[config.mk]
export PLATFORM = sky130hd
export DESIGN_NAME = regfile_sequencer_flat
export DESIGN_NICKNAME = d
export VERILOG_FILES = /design/src/rtl/regfile_sequencer_pkg.sv /design/src/rtl/regfile_sequencer_if.sv /design/src/rtl/regfile_sequencer_instr_decoder.sv /design/src/rtl/regfile_sequencer.sv /design/src/flat_wrapper.sv
export SDC_FILE = /design/constraint.sdc
export NUM_CORES = 1
export LEC_CHECK = 0
export CAP_MARGIN = 30
export CORE_AREA = 8 8 84 86
export DETAILED_ROUTE_END_ITERATION = 10
export DIE_AREA = 0 0 92 94
export GPL_ROUTABILITY_DRIVEN = 0
export GPL_TIMING_DRIVEN = 0
export PLACE_DENSITY_LB_ADDON = 0.15
export SYNTH_ARGS = -nofsm -noshare
export SYNTH_HDL_FRONTEND = slang
export SYNTH_HIERARCHICAL = 1
export SYNTH_SLANG_ARGS = --single-unit
[constraint.sdc]
create_clock -name Clock -period 3.9 [get_ports Clock]
set_input_delay 0.585 -clock Clock [delete_from_list [all_inputs] [get_ports Clock]]
set_output_delay 0.585 -clock Clock [all_outputs]
set_load 0.02 [all_outputs]
[src/rtl/regfile_sequencer_pkg.sv]
// Shared constants for the register-file sequencer: instruction field positions,
// ALU opcodes, FSM state encoding and small decode helpers.
package regfile_sequencer_pkg;

  localparam int INSTR_WIDTH = 16;

  localparam int OPC_HI   = 15;
  localparam int OPC_LO   = 12;
  localparam int RDEST_HI = 11;
  localparam int RDEST_LO = 8;
  localparam int EXT_HI   = 7;
  localparam int EXT_LO   = 4;
  localparam int RSRC_HI  = 3;
  localparam int RSRC_LO  = 0;
  localparam int IMM_HI   = 7;
  localparam int IMM_LO   = 0;

  localparam logic [3:0] OP_REG = 4'h0;
  localparam logic [3:0] OP_AND = 4'h1;
  localparam logic [3:0] OP_OR  = 4'h2;
  localparam logic [3:0] OP_XOR = 4'h3;
  localparam logic [3:0] OP_ADD = 4'h5;
  localparam logic [3:0] OP_SUB = 4'h9;
  localparam logic [3:0] OP_CMP = 4'hB;
  localparam logic [3:0] OP_MOV = 4'hD;

  typedef enum logic [1:0] {
    ST_IDLE = 2'b00,
    ST_READ = 2'b01,
    ST_EXEC = 2'b10,
    ST_WB   = 2'b11
  } state_e;

  function automatic logic op_is_legal(input logic [3:0] op);
    logic legal;
    case (op)
      OP_AND, OP_OR, OP_XOR, OP_ADD, OP_SUB, OP_CMP, OP_MOV: legal = 1'b1;
      default:                                                legal = 1'b0;
    endcase
    return legal;
  endfunction

  // Arithmetic and move ops take a signed immediate; logic ops take it unsigned.
  function automatic logic op_sign_extends(input logic [3:0] op);
    logic sext;
    case (op)
      OP_ADD, OP_SUB, OP_CMP, OP_MOV: sext = 1'b1;
      default:                        sext = 1'b0;
    endcase
    return sext;
  endfunction

endpackage

[src/rtl/regfile_sequencer_if.sv]
// Instruction, register-file and ALU signals of the sequencer; master is the
// sequencer's view, slave is the environment's view.
interface regfile_sequencer_if #(
  parameter int DATA_WIDTH = 16,
  parameter int SEL_WIDTH  = 4
);

  logic                  InstrValid;
  logic [15:0]           Instr;
  logic                  InstrReady;
  logic [SEL_WIDTH-1:0]  SelectA;
  logic [SEL_WIDTH-1:0]  SelectB;
  logic [DATA_WIDTH-1:0] RegA;
  logic [DATA_WIDTH-1:0] RegB;
  logic [DATA_WIDTH-1:0] AluA;
  logic [DATA_WIDTH-1:0] AluB;
  logic [3:0]            AluOp;
  logic [DATA_WIDTH-1:0] AluResult;
  logic [SEL_WIDTH-1:0]  SelectInput;
  logic [DATA_WIDTH-1:0] In;
  logic                  WriteEnable;
  logic                  Retired;
  logic                  IllegalOp;

  modport master (
    input  InstrValid, Instr, RegA, RegB, AluResult,
    output InstrReady, SelectA, SelectB, AluA, AluB, AluOp,
           SelectInput, In, WriteEnable, Retired, IllegalOp
  );

  modport slave (
    output InstrValid, Instr, RegA, RegB, AluResult,
    input  InstrReady, SelectA, SelectB, AluA, AluB, AluOp,
           SelectInput, In, WriteEnable, Retired, IllegalOp
  );

endinterface

[src/rtl/regfile_sequencer_instr_decoder.sv]
// Combinational instruction decode: ALU op, immediate selection and extension,
// write-back enable and illegal-op detection.
module regfile_sequencer_instr_decoder
  import regfile_sequencer_pkg::*;
#(
  parameter int DATA_WIDTH = 16
) (
  input  logic [3:0]            opcode,
  input  logic [7:0]            imm8,
  output logic [3:0]            alu_op,
  output logic                  use_imm,
  output logic [DATA_WIDTH-1:0] imm_ext,
  output logic                  wb_en,
  output logic                  illegal
);

  // Register form carries its ALU op in the ext field (upper nibble of imm8).
  always_comb begin
    alu_op  = 4'h0;
    use_imm = 1'b0;
    imm_ext = {DATA_WIDTH{1'b0}};
    wb_en   = 1'b0;
    illegal = 1'b1;
    if (opcode == OP_REG) begin
      alu_op  = imm8[EXT_HI:EXT_LO];
      use_imm = 1'b0;
    end else begin
      alu_op  = opcode;
      use_imm = 1'b1;
    end
    if (op_sign_extends(alu_op)) begin
      imm_ext = {{(DATA_WIDTH-8){imm8[7]}}, imm8};
    end else begin
      imm_ext = {{(DATA_WIDTH-8){1'b0}}, imm8};
    end
    illegal = ~op_is_legal(alu_op);
    wb_en   = ~illegal & (alu_op != OP_CMP);
  end

endmodule

[src/rtl/regfile_sequencer.sv]
// Register-file sequencer: one instruction in flight through IDLE/READ/EXEC/WB,
// driving read selects, ALU operands and the write-back strobe.
module regfile_sequencer
  import regfile_sequencer_pkg::*;
#(
  parameter int DATA_WIDTH = 16,
  parameter int SEL_WIDTH  = 4
) (
  input logic                 Clock,
  input logic                 Reset,
  regfile_sequencer_if.master bus
);

  state_e                 state_r;
  state_e                 state_next_s;
  logic                   accept_s;
  logic [INSTR_WIDTH-1:0] instr_r;
  logic [3:0]             alu_op_r;
  logic [DATA_WIDTH-1:0]  result_r;
  logic                   instr_ready_r;
  logic                   write_enable_r;
  logic                   retired_r;
  logic                   illegal_op_r;

  logic [3:0]             dec_alu_op_s;
  logic                   dec_use_imm_s;
  logic [DATA_WIDTH-1:0]  dec_imm_ext_s;
  logic                   dec_wb_en_s;
  logic                   dec_illegal_s;

  regfile_sequencer_instr_decoder #(
    .DATA_WIDTH (DATA_WIDTH)
  ) u_instr_decoder (
    .opcode  (instr_r[OPC_HI:OPC_LO]),
    .imm8    (instr_r[IMM_HI:IMM_LO]),
    .alu_op  (dec_alu_op_s),
    .use_imm (dec_use_imm_s),
    .imm_ext (dec_imm_ext_s),
    .wb_en   (dec_wb_en_s),
    .illegal (dec_illegal_s)
  );

  assign accept_s = (state_r == ST_IDLE) & bus.InstrValid;

  // State register.
  always_ff @(posedge Clock or posedge Reset) begin
    if (Reset) begin
      state_r <= ST_IDLE;
    end else begin
      state_r <= state_next_s;
    end
  end

  // Next-state logic: fixed four-cycle walk once an instruction is accepted.
  always_comb begin
    state_next_s = state_r;
    case (state_r)
      ST_IDLE: begin
        if (accept_s) begin
          state_next_s = ST_READ;
        end else begin
          state_next_s = ST_IDLE;
        end
      end
      ST_READ: state_next_s = ST_EXEC;
      ST_EXEC: state_next_s = ST_WB;
      ST_WB:   state_next_s = ST_IDLE;
      default: state_next_s = ST_IDLE;
    endcase
  end

  // Instruction latch, ALU op, result capture and the WB-cycle strobes.
  always_ff @(posedge Clock or posedge Reset) begin
    if (Reset) begin
      instr_r        <= 16'h0000;
      alu_op_r       <= 4'h0;
      result_r       <= {DATA_WIDTH{1'b0}};
      instr_ready_r  <= 1'b1;
      write_enable_r <= 1'b0;
      retired_r      <= 1'b0;
      illegal_op_r   <= 1'b0;
    end else begin
      instr_ready_r <= (state_next_s == ST_IDLE);
      if (accept_s) begin
        instr_r <= bus.Instr;
      end
      if (state_r == ST_READ) begin
        alu_op_r <= dec_alu_op_s;
      end
      if (state_r == ST_EXEC) begin
        result_r <= bus.AluResult;
      end
      // Strobes are set on the EXEC->WB edge so they are high for exactly the WB cycle.
      write_enable_r <= (state_r == ST_EXEC) & dec_wb_en_s;
      retired_r      <= (state_r == ST_EXEC);
      illegal_op_r   <= (state_r == ST_EXEC) & dec_illegal_s;
    end
  end

  assign bus.InstrReady  = instr_ready_r;
  assign bus.SelectA     = SEL_WIDTH'(instr_r[RDEST_HI:RDEST_LO]);
  assign bus.SelectB     = SEL_WIDTH'(instr_r[RSRC_HI:RSRC_LO]);
  assign bus.SelectInput = SEL_WIDTH'(instr_r[RDEST_HI:RDEST_LO]);
  // RegA/RegB are already registered by the register file, so operands pass straight through.
  assign bus.AluA        = bus.RegA;
  assign bus.AluB        = dec_use_imm_s ? dec_imm_ext_s : bus.RegB;
  assign bus.AluOp       = alu_op_r;
  assign bus.In          = result_r;
  assign bus.WriteEnable = write_enable_r;
  assign bus.Retired     = retired_r;
  assign bus.IllegalOp   = illegal_op_r;

endmodule

[src/flat_wrapper.sv]
// flat-port wrapper written by rule: the top's interface ports become plain ports
module regfile_sequencer_flat import regfile_sequencer_pkg::*;
#(
  parameter int DATA_WIDTH = 16,
  parameter int SEL_WIDTH  = 4
)
  (Clock, Reset, bus_InstrValid, bus_Instr, bus_RegA, bus_RegB, bus_AluResult, bus_InstrReady, bus_SelectA, bus_SelectB, bus_AluA, bus_AluB, bus_AluOp, bus_SelectInput, bus_In, bus_WriteEnable, bus_Retired, bus_IllegalOp);
  regfile_sequencer_if #(.DATA_WIDTH(DATA_WIDTH), .SEL_WIDTH(SEL_WIDTH)) bus_i ();
  input logic Clock;
  input logic Reset;
  input wire logic [$bits(bus_i.InstrValid)-1:0] bus_InstrValid;
  input wire logic [$bits(bus_i.Instr)-1:0] bus_Instr;
  input wire logic [$bits(bus_i.RegA)-1:0] bus_RegA;
  input wire logic [$bits(bus_i.RegB)-1:0] bus_RegB;
  input wire logic [$bits(bus_i.AluResult)-1:0] bus_AluResult;
  output wire logic [$bits(bus_i.InstrReady)-1:0] bus_InstrReady;
  output wire logic [$bits(bus_i.SelectA)-1:0] bus_SelectA;
  output wire logic [$bits(bus_i.SelectB)-1:0] bus_SelectB;
  output wire logic [$bits(bus_i.AluA)-1:0] bus_AluA;
  output wire logic [$bits(bus_i.AluB)-1:0] bus_AluB;
  output wire logic [$bits(bus_i.AluOp)-1:0] bus_AluOp;
  output wire logic [$bits(bus_i.SelectInput)-1:0] bus_SelectInput;
  output wire logic [$bits(bus_i.In)-1:0] bus_In;
  output wire logic [$bits(bus_i.WriteEnable)-1:0] bus_WriteEnable;
  output wire logic [$bits(bus_i.Retired)-1:0] bus_Retired;
  output wire logic [$bits(bus_i.IllegalOp)-1:0] bus_IllegalOp;
  assign bus_i.InstrValid = bus_InstrValid;
  assign bus_i.Instr = bus_Instr;
  assign bus_i.RegA = bus_RegA;
  assign bus_i.RegB = bus_RegB;
  assign bus_i.AluResult = bus_AluResult;
  assign bus_InstrReady = bus_i.InstrReady;
  assign bus_SelectA = bus_i.SelectA;
  assign bus_SelectB = bus_i.SelectB;
  assign bus_AluA = bus_i.AluA;
  assign bus_AluB = bus_i.AluB;
  assign bus_AluOp = bus_i.AluOp;
  assign bus_SelectInput = bus_i.SelectInput;
  assign bus_In = bus_i.In;
  assign bus_WriteEnable = bus_i.WriteEnable;
  assign bus_Retired = bus_i.Retired;
  assign bus_IllegalOp = bus_i.IllegalOp;
  regfile_sequencer #(.DATA_WIDTH(DATA_WIDTH), .SEL_WIDTH(SEL_WIDTH)) u_core (.Clock(Clock), .Reset(Reset), .bus(bus_i));
endmodule
==> results.cfg <==
[floorplanning]
row_count = 28
coreArea_um2 = 5750
ios = 135
initial_utilization_pct = 39.6
die_w_um = 92
die_height_um = 94
die_area_um2 = 8650

[logic_synthesis]
ys_ff_latch = 42
synth_common_cells = 43 x buf_4, 43 x mux2_2, 41 x dfrtp_1
syn_inst = 173
ys_warn_count = 6
synth_nets = 243
syn_area_per_cell_um2 = 13.2
synth.yosys.seq_area_share_pct = 46.2
ys_async_sr_fraction_pct = 100
synth_top_area_share_pct = 45.1
yosys.area.top_type = dfrtp_1
synth_edf_count = 0
synthesis.area_um2 = 2280
synth.area.top_cells = dfrtp_1 45%, mux2_2 21%, buf_4 14%
synthDistinctLibCells = 24
synth_flop_cell = dfrtp_1

[clock_network]
ctsHoldBuffers = 0
cts_tree = built
cts_setup_buffers = 0
cts-root-buf = clkbuf_8
cts_max_path_buffers = 2
numCtsBuffers = 5
htree_levels = 2
clk_pin_slew_ns = 0.08
insertion_delay_ns = 0.29
clock-sinks = 42
post_cts_resized = 0

[critical_path]
path_max_fanout = 8
crit_arrival_ns = 2.52
critPathKind = reg -> out
crit_family = buffers and inverters
critPathBufInv = 2
cp_slowest_stage_delay_ns = 0.56
worstSetupStartpointType = flop
cp_cell_sequence = nor4b_2, o22ai_1, and4_1, buf_4, mux2_2, clkdlybuf4s50_1
cp.required_ns = 3.31
end_kind = primary output
slowest_stage = clkdlybuf4s50_1

[routing]
route.detailed.drc = 0
antenna_left = 0
drt_pass1_iterations = 4
vias = 1651
wl_per_cell_um = 15.1
totalWireLength_um = 5660
drt_iter0_drc = 28
vias_per_cell = 4.41

[timing]
tns_ns = 0
fin_crit_ns = 3.11
clock_skew_ns = 0.00852
finalHoldWorstSlack_ns = 0.507
finalCritPeriodShare_pct = 79.7
setup_viol = 0
slew_headroom_pct = 42.5
hold_viol = 0
tightestPinTransition_ns = 0.861
max_freq_ghz = 0.322
rsz0062_at_grt = no
final_max_slew_viol_count = 0

[layout]
seqCellArea_um2 = 1050
n_antenna_cell = 0
fillers = 476
drive_gt1_share_pct = 37.8
multiInputGateArea_um2 = 816
fin_nets = 368
layout-area-overhead-vs-synth_pct = 59.5

[power_and_ir_drop]
vdd_drop_max_mv = 0.461
powerDensity_nw_per_um2 = 854
leakage_nw = 1.62

[global_route]
antenna_found_initial = 0
grt_max_degree = 43
grt_overflow = 0
gr-usage-all-layers_pct = 13.1
first_global_vias = 1791
grt_pass1_wl_um = 9050

[hold_path]
hold_path_class = reg -> reg

[status]
outcome = complete, no violations

[placement]
port_buffers = 118
dpl.hpwl_um = 4670

[run]
maxCapViolations = 0
==> metal layers <==
metal	global-route usage [%]	vias up	share of wire, %
met5	0	-	0
met4	2.42	0	0.46
li1	-	793	-
met1	13.7	783	39
met2	23.2	73	50
met3	6.47	2	11
==> through the flow <==
| stage | cells | power, mW | setup slack (ns) | cell area (um2) | util [%] |
|---|---|---|---|---|---|
| floorplan | 173 | 2.07 | 1.76 | 2280 | - |
| global placement | 366 | 2.85 | 1.11 | 3550 | 61.8 |
| detailed placement | 366 | 2.88 | 1.09 | 3550 | 61.8 |
| CTS | 374 | 3.15 | 0.764 | 3630 | 63.2 |
| global route | 374 | 3.30 | 0.615 | 3630 | 63.2 |
| finish | 374 | 3.10 | 0.790 | 3630 | 63.2 |
==> report_power, final <==
group / switching, mW / total, mW / leakage [nW] / internal (mW)
registers: 0.159 / 0.823 / 0.497 / 0.664
logic: 0.835 / 2.02 / 1.09 / 1.18
clock network: 0.135 / 0.262 / 0.0395 / 0.127
==> layout by cell type, fill, tap and decap left out, types with 2 or more instances in the layout <==
| cell | count |
|---|---|
| dfrtp_1 | 41 |
| clkdlybuf4s50_1 | 118 |
| ha_1 | 3 |
| buf_6 | 3 |
| clkbuf_1 | 3 |
| mux2_2 | 43 |
| nor2_1 | 5 |
| nor4b_2 | 2 |
| clkbuf_8 | 5 |
| buf_4 | 43 |
| inv_1 | 6 |
| and2_1 | 2 |
| mux2_4 | 10 |
==> worst paths after layout <==
check / slack (ns) / end / start / depth (start not counted)
max in group asynchronous: 2.56 / u_core/bus.In[7] / Reset / 2
min in group asynchronous: 0.79 / u_core/instr_r[11] / Reset / 2
max: 0.79 / bus_AluB[13] / u_core/instr_r[12] / 6
max reg2reg: 2.47 / u_core/bus.In[6] / u_core/state_r[0] / 5
min: 0.51 / u_core/bus.AluOp[0] / u_core/bus.AluOp[0] / 1
min reg2reg: 0.51 / u_core/bus.AluOp[0] / u_core/bus.AluOp[0] / 1
==> sequential cells by signal, indices dropped and copies added, names as in the netlist <==
signal                  cells
u_core/bus.InstrReady       1
u_core/bus.AluOp            4
u_core/instr_r             16
u_core/bus.IllegalOp        1
u_core/bus.WriteEnable      1
u_core/bus.Retired          1
u_core/bus.In              16
u_core/state_r              2
==> cell families after synthesis <==
family                     count (synthesis)  synth area share [%]
muxes                                     54                  28.3
AOI/OAI and AO/OA                          6                  1.87
and+or+nand+nor                           13                  4.01
DFF                                       42                  46.2
adders and majority gates                  3                  1.65
buffers and inverters                     55                  17.9
==> layout make-up <==
class	instances	share of cell area, %
Buffer	48	10.5
Clock buffer	8	2.21
Inverter	7	0.724
Tap cell	75	2.58
Sequential cell	42	29.0
Multi-Input combinational cell	76	22.5
Timing Repair Buffer	118	32.5
Note: power is estimated with default switching activity, not from simulation.
